<file path="config.mk">
export PLATFORM = sky130hd
export DESIGN_NAME = periph_hs_rx_fifo
export DESIGN_NICKNAME = d
export VERILOG_FILES = /design/src/rtl/periph_hs_rx_fifo.sv
export SDC_FILE = /design/constraint.sdc
export NUM_CORES = 1
export LEC_CHECK = 0
export CAP_MARGIN = 20
export CORE_MARGIN = 2
export CORE_UTILIZATION = 54
export DETAILED_ROUTE_END_ITERATION = 16
export PLACE_DENSITY = 0.86
export SETUP_SLACK_MARGIN = 0.3
export SYNTH_ARGS = -nofsm -noshare
export SYNTH_HDL_FRONTEND = slang
export SYNTH_SLANG_ARGS = --single-unit
</file>
<file path="constraint.sdc">
create_clock -name clk1 -period 5.53 [get_ports clk1]
set_input_delay 0.553 -clock clk1 [delete_from_list [all_inputs] [get_ports clk1]]
set_output_delay 0.553 -clock clk1 [all_outputs]
set_load 0.02 [all_outputs]
</file>
<file path="src/rtl/periph_hs_rx_fifo.sv">
// Receive side of the CPU-to-peripheral 4-phase send/ack link.
// Each send high phase captures one word into a show-ahead FIFO drained by local logic.
module periph_hs_rx_fifo #(
    parameter int DATA_W      = 2,
    parameter int DEPTH       = 4,
    parameter int SYNC_STAGES = 2
) (
    input  logic                         clk1,
    input  logic                         rst1,
    input  logic                         send,
    input  logic [DATA_W-1:0]            dataInput,
    output logic                         ack,
    input  logic                         rd_en,
    output logic [DATA_W-1:0]            rd_data,
    output logic                         rd_valid,
    output logic                         full,
    output logic [$clog2(DEPTH+1)-1:0]   count
);

    localparam int PTR_W = $clog2(DEPTH);
    localparam int CNT_W = $clog2(DEPTH+1);

    typedef enum logic {
        IDLE = 1'b0,
        ACK  = 1'b1
    } state_t;

    state_t             state_reg;
    state_t             state_next;
    logic               send_s;
    logic               wr_en;
    logic               pop;
    logic [PTR_W-1:0]   wr_ptr_reg;
    logic [PTR_W-1:0]   rd_ptr_reg;
    logic [CNT_W-1:0]   count_reg;
    logic [DATA_W-1:0]  mem [DEPTH];

    // Optional synchroniser chain on send; zero stages means same clock domain.
    generate
        if (SYNC_STAGES == 0) begin : g_nosync
            assign send_s = send;
        end else begin : g_sync
            logic [SYNC_STAGES-1:0] sync_reg;
            always_ff @(posedge clk1 or negedge rst1) begin
                if (!rst1) begin
                    sync_reg <= '0;
                end else begin
                    sync_reg[0] <= send;
                    for (int i = 1; i < SYNC_STAGES; i++) begin
                        sync_reg[i] <= sync_reg[i-1];
                    end
                end
            end
            assign send_s = sync_reg[SYNC_STAGES-1];
        end
    endgenerate

    assign full     = (count_reg == CNT_W'(DEPTH));
    assign rd_valid = (count_reg != '0);
    assign count    = count_reg;
    assign pop      = rd_en && rd_valid;
    assign ack      = (state_reg == ACK);

    always_ff @(posedge clk1 or negedge rst1) begin
        if (!rst1) begin
            state_reg <= IDLE;
        end else begin
            state_reg <= state_next;
        end
    end

    // A full FIFO holds the FSM in IDLE, so the producer simply waits for ack.
    always_comb begin
        state_next = state_reg;
        wr_en      = 1'b0;
        case (state_reg)
            IDLE: begin
                if (send_s && !full) begin
                    wr_en      = 1'b1;
                    state_next = ACK;
                end
            end
            ACK: begin
                if (!send_s) begin
                    state_next = IDLE;
                end
            end
            default: state_next = IDLE;
        endcase
    end

    always_ff @(posedge clk1 or negedge rst1) begin
        if (!rst1) begin
            wr_ptr_reg <= '0;
            rd_ptr_reg <= '0;
            count_reg  <= '0;
        end else begin
            if (wr_en) begin
                wr_ptr_reg <= wr_ptr_reg + PTR_W'(1);
            end
            if (pop) begin
                rd_ptr_reg <= rd_ptr_reg + PTR_W'(1);
            end
            case ({wr_en, pop})
                2'b10:   count_reg <= count_reg + CNT_W'(1);
                2'b01:   count_reg <= count_reg - CNT_W'(1);
                default: count_reg <= count_reg;
            endcase
        end
    end

    always_ff @(posedge clk1) begin
        if (wr_en) begin
            mem[wr_ptr_reg] <= dataInput;
        end
    end

    // Head is masked while empty so stale storage never shows on rd_data.
    assign rd_data = rd_valid ? mem[rd_ptr_reg] : '0;

endmodule

</file>
==> impl_metrics.csv, run 1 <==
group,metric,value,unit
drt,ant_nets,0,
pwr,total_power,521,uW
pwr,pwr-share-clk,12.2,%
timing,slew_headroom,70.4,%
pwr,leakagePower,0.421,nW
drt,detail_route.first_pass.iterations,4,
worst_setup_path,crit_path_max_incr_delay,0.53,ns
global_route,grt_max_degree,11,
global_route,track_usage,15.8,%
timing,finalCritPeriodShare,45.3,%
pwr,seqPwrFrac,41.4,%
timing,fmax,0.400,GHz
worst_setup_path,required,4.98,ns
drt,wl,1.17,mm
global_route,antenna_found_initial,0,
drt,num_vias,443,
timing,setup_viol,0,
pwr,power_density,517,nW/um^2
synth,syn_area,832,um^2
synth,synth_cell_types,19,
synth,synthCells,54,
synth,yosys_warnings,0,
floorplanning,ios,14,
synth,synth_nets,66,
placed_design,io_buffers,13,
pwr,p_comb_share,46.4,%
pwr,switchingPower,185,uW
clocking,cts_tree,"built",
pwr,netSwitchingFraction,35.4,%
finish,diodes,0,
worst_setup_path,critPathCaptureType,"output pin",
clocking,hold_buffers,0,
timing,hold_viol,0,
worst_setup_path,cp_cell_sequence,"mux4_2 -> and2_1 -> clkdlybuf4s50_1",
floorplanning,chipHeight,43.3,um
drt,drc,0,
finish,drive_gt1_share,19.7,%
worst_setup_path,setup.worst_path.start_class,"flip-flop",
finish,area_growth_syn_to_layout,21.2,%
finish,largest_register_ffs,8,
outcome,status,"completed",
global_route,grt-ovfl-total,0,
worst_setup_path,cp_max_fo,4,
synth,avgSynthCellArea,15.4,um^2
placed_design,routabilityCongestion,0.670,
finish,layout.nets,84,
clocking,cts_max_path_buffers,2,
drt,vias_per_cell,5.09,
clocking,clock_latency,0.28,ns
worst_setup_path,arrival,1.95,ns
pwr,internal-power,336,uW
timing,period_needed,2.50,ns
timing,fin_tns_setup,0,ns
timing,setup_slack,3.03,ns
drt,drt-initial-drc-count,7,
floorplanning,start_util,56.5,%
clocking,clk_pin_slew,0.09,ns
clocking,ctsHtreeMaxLevel,1,
clocking,cts_num_sinks,18,
clocking,cts_setup_buffers,0,
worst_setup_path,cp_slowest_cell,"clkdlybuf4s50_1",
timing,worstMarginPinSlew,0.443,ns
clocking,cts_buffers,3,
finish,fin_util,68.5,%
job,maxCapViolCount,0,
global_route,grt_pass1_wl,2.08,mm
drt,wl_per_cell,13.5,um
timing,drv_slew,0,
clocking,cts_resized,0,
floorplanning,core_area,1470,um^2
worst_setup_path,crit_type,"reg2out",
synth,synth-seq-area-share,58.9,%
global_route,first_global_vias,457,
worst_setup_path,critPathTopFamily,"buffers and inverters",
floorplanning,floorplan.die_area,1870,um^2
timing,rsz0062_at_grt,"no",
min_path,hold_path.class,"reg2reg",
floorplanning,num_rows,14,
worst_setup_path,critPathBufInv,1,
placed_design,dpl.hpwl,950,um
floorplanning,dieWidth,43.3,um
synth,ys_ff_latch,18,
timing,fin_skew,0.00236,ns
clocking,cts_root_buffer,"clkbuf_4",
placed_design,pre_cts_slack,3.25,ns
pwr,vdd_ir_drop_max,0.000293,V
[area by class of cell]
class | instances | area (um^2)
sequential | 18 | 490
fill | 121 | 463
multi-input combinational | 29 | 315
timing repair buffer | 13 | 130
clock buffer | 4 | 26.3
inverter | 7 | 26.3
tap | 16 | 20.0
[power by group through the flow]
stage	logic (mW)	clock network, mW	registers, mW
floorplan	0.148	0	0.226
global placement	0.237	0	0.217
detailed placement	0.246	0	0.220
CTS	0.247	0.0669	0.217
global route	0.268	0.0724	0.221
finish	0.242	0.0635	0.216
[through the flow]
step,instance area [um^2],hold WS [ns],std cells
finish,1010,0.362,87
global route,1010,0.369,87
CTS,1010,0.365,87
detailed placement,982,0.344,83
global placement,982,0.342,83
floorplan,832,0.257,54
[Yosys cell counts, drive strengths merged]
library cell   n  area, um^2
xor2           3        26.3
edfxtp         8         240
mux2i          1        10.0
inv            7        26.3
mux2           1        15.0
or3            1        11.3
nand3          1        5.00
and2           7        51.3
dfrtp         10         250
xnor2          3        26.3
nor2           1        3.75
nor3b          2        31.3
a21boi         1        7.51
ha             5        62.6
mux4           2        45.0
fa             1        20.0
[metal layers]
layer,share of wire [%],GRT usage (%),up-vias
met5,0,0,-
met4,1.2,7.27,0
met3,2.9,5.11,2
met2,51,25.1,10
met1,44,19.5,218
li1,-,-,213
[cell usage in the layout (no fill, tap or decap)]
master / count
clkbuf_4: 3
clkdlybuf4s50_1: 13
xnor2_1: 3
fa_1: 1
nand3_1: 1
inv_1: 7
and2_1: 2
dfrtp_1: 10
and2_4: 1
mux4_2: 2
clkbuf_1: 1
xor2_1: 3
nor3b_4: 1
ha_1: 5
mux2i_1: 1
and2_2: 4
nor2_1: 1
nor3b_2: 1
mux2_4: 1
or3_4: 1
a21boi_0: 1
edfxtp_1: 8
[worst reg2reg max path, stage by stage (launching register included)]
cell	delay (ns)
dfrtp_1	0.46
nor3b_2	0.32
nor3b_4	0.11
inv_1	0.07
ha_1	0.17
inv_1	0.06
fa_1	0.37
xor2_1	0.15
nor2_1	0.11
xor2_1	0.15
[cells by family after synthesis]
| logic type | Yosys count | share of synthesized area (%) |
|---|---|---|
| simple gates | 12 | 12.3 |
| xor+xnor | 6 | 6.32 |
| mux | 4 | 8.42 |
| compound gates | 1 | 0.903 |
| buf+inv | 7 | 3.16 |
| fa+ha+maj | 6 | 9.92 |
| flops | 18 | 58.9 |
[final timing paths]
| check | start | to | slack (ns) | cells after the start |
|---|---|---|---|---|
| worst max-delay path | rd_ptr_reg[0] | rd_data[1] | 3.03 | 3 |
| worst min-delay path | g_sync.sync_reg[0] | g_sync.sync_reg[1] | 0.36 | 0 |
| worst max register to register | count[0] | count[2] | 3.49 | 9 |
| worst min register to register | g_sync.sync_reg[0] | g_sync.sync_reg[1] | 0.36 | 0 |
| max in group asynchronous | rst1 | wr_ptr_reg[1] | 4.65 | 1 |
| min in group asynchronous | rst1 | rd_ptr_reg[1] | 0.57 | 1 |
No activity file was read; power rests on OpenSTA's default activity.
==> run 2, diff against run 1 <==
CORE_UTILIZATION = 50   (was 54)
PLACE_DENSITY = 0.81   (was 0.86)
clock period = 2.4 ns   (was 5.53 ns; I/O delays follow)
==> run 2 against run 1 <==
Effect of this change:
- die area increased by 7.2%
- sequential cell count unchanged
- register-to-register slack got worse by 3.1 ns
- clock-buffer cell count unchanged
- largest power group unchanged
- utilization decreased by 0.52 points
- global-route usage decreased by 2.8 points
- largest cell class unchanged
- highest routed layer unchanged
==> impl_metrics.csv, run 2 (same netlist as run 1, synthesis figures left out) <==
group,metric,value,unit
floorplanning,dieWidth,44.8,um
pwr,leakagePower,0.445,nW
finish,layout.nets,87,
clocking,hold_buffers,0,
pwr,power_density,1210,nW/um^2
global_route,grt-ovfl-total,0,
clocking,ctsHtreeMaxLevel,1,
finish,area_growth_syn_to_layout,26.0,%
worst_setup_path,arrival,1.78,ns
drt,drc,0,
timing,period_needed,2.02,ns
timing,fmax,0.496,GHz
drt,wl,1.18,mm
clocking,cts_buffers,3,
global_route,antenna_found_initial,0,
timing,setup_viol,0,
floorplanning,chipHeight,44.8,um
placed_design,placed_area,991,um^2
global_route,first_global_vias,444,
clocking,cts_root_buffer,"clkbuf_4",
drt,ant_nets,0,
finish,largest_register_ffs,8,
timing,fin_tns_setup,0,ns
pwr,switchingPower,450,uW
floorplanning,num_rows,14,
timing,fin_hold_ws,0.249,ns
worst_setup_path,cp_max_fo,5,
global_route,grt_pass1_wl,1.78,mm
drt,vias_per_cell,5.10,
placed_design,io_buffers,13,
drt,drt-initial-drc-count,9,
floorplanning,start_util,54.0,%
job,maxCapViolCount,0,
drt,detail_route.first_pass.iterations,3,
clocking,clk_pin_slew,0.10,ns
clocking,clock_latency,0.29,ns
pwr,internal-power,822,uW
pwr,pwr-share-clk,14.4,%
timing,rsz0062_at_grt,"no",
timing,slew_headroom,70.2,%
pwr,p_comb_share,45.8,%
finish,final_area,1050,um^2
worst_setup_path,critPathCaptureType,"output pin",
outcome,status,"completed",
timing,finalCritPeriodShare,84.0,%
pwr,seqPwrFrac,39.8,%
clocking,cts_num_sinks,18,
timing,drv_slew,0,
worst_setup_path,setup.worst_path.start_class,"flip-flop",
drt,num_vias,459,
floorplanning,core_area,1540,um^2
finish,nFillCells,111,
pwr,vdd_ir_drop_max,0.000590,V
clocking,cts_tree,"built",
timing,fin_skew,0.00556,ns
floorplanning,ios,14,
finish,diodes,0,
clocking,cts_max_path_buffers,2,
global_route,grt_max_degree,11,
pwr,total_power,1.27,mW
timing,worstMarginPinSlew,0.446,ns
placed_design,dpl.hpwl,879,um
worst_setup_path,required,2.16,ns
finish,mostFrequentLayoutCell,"clkdlybuf4s50_1",
min_path,hold_path.class,"in2async",
finish,drive_gt1_share,28.4,%
drt,wl_per_cell,13.2,um
pwr,netSwitchingFraction,35.4,%
finish,final_cell_mix,"11 x clkdlybuf4s50_1, 8 x edfxtp_1, 7 x inv_1, 7 x dfrtp_1, 5 x ha_1",
floorplanning,floorplan.die_area,2010,um^2
timing,hold_viol,0,
global_route,track_usage,13.0,%
placed_design,routabilityCongestion,0.711,
worst_setup_path,crit_type,"reg2out",
==> run 2: changes by cell type in the layout (fill, tap and decap cells not counted) <==
cell	previous run	this run
dlygate4sd2_1	0	2
nor3b_4	1	2
clkdlybuf4s50_1	13	11
clkbuf_8	0	1
dfrtp_2	0	3
clkbuf_1	1	0
nor3b_2	1	0
buf_4	0	3
dfrtp_1	10	7
==> run 2: final timing paths <==
path                                          from            endpoint  slack (ns)  depth (start not counted)
max in group asynchronous                     rst1            count[0]        1.82                          1
worst max register to register            count[0]            count[1]        0.41                          6
worst max-delay path                      count[0]                full        0.38                          3
worst min register to register  g_sync.sync_reg[0]  g_sync.sync_reg[1]        0.36                          0
min in group clk1               g_sync.sync_reg[0]  g_sync.sync_reg[1]        0.36                          0
worst min-delay path                          rst1  g_sync.sync_reg[0]        0.25                          1
==> run 2: timing repair <==
action | in CTS | in global routing
cloned | 0 | 0
setup buffers | 0 | 3
resized for setup | 3 | 0
pin swaps | 0 | 3
hold endpoints to repair | 0 | 0
setup endpoints to repair | 2 | 2
==> run 2: per-layer routing <==
| metal | up-vias | part of all wire [%] | GRT usage (%) |
|---|---|---|---|
| met4 | 0 | 0.59 | 11.2 |
| met2 | 9 | 50 | 20.9 |
| met1 | 229 | 44 | 14.3 |
| met3 | 2 | 4.6 | 3.20 |
| li1 | 219 | - | - |
| met5 | - | 0 | 0 |
==> run 2: cell type report <==
class	instances	area [um^2]	share of cell area [%]
well taps	16	20.0	1.91
inverters	7	26.3	2.51
flip-flops and latches	18	494	47.1
repair buffers	16	150	14.3
clock buffers	4	36.3	3.46
multi-input cells	29	322	30.7
==> run 2: power groups by stage <==
| stage | Combinational (mW) | Clock (mW) | Sequential, mW |
|---|---|---|---|
| final | 0.582 | 0.183 | 0.507 |
| after global routing | 0.635 | 0.200 | 0.522 |
| after CTS | 0.557 | 0.188 | 0.509 |
| after detailed placement | 0.571 | 0 | 0.513 |
| after global placement | 0.560 | 0 | 0.509 |
| after floorplan | 0.348 | 0 | 0.531 |
==> run 2: per-stage QoR <==
step	instances	worst slack [ns]	util [%]
6_report	90	0.384	68.0
5_1_grt	90	0.285	68.0
4_1_cts	87	0.380	66.6
3_5_place_dp	83	0.407	64.3
3_3_place_gp	83	0.463	64.3
2_1_floorplan	54	0.304	-
==> run 2: critical path, stage by stage (launching register included) <==
cell and delay [ns]:
dfrtp_2 0.47, nor3b_4 0.28, buf_4 0.15, clkdlybuf4s50_1 0.59
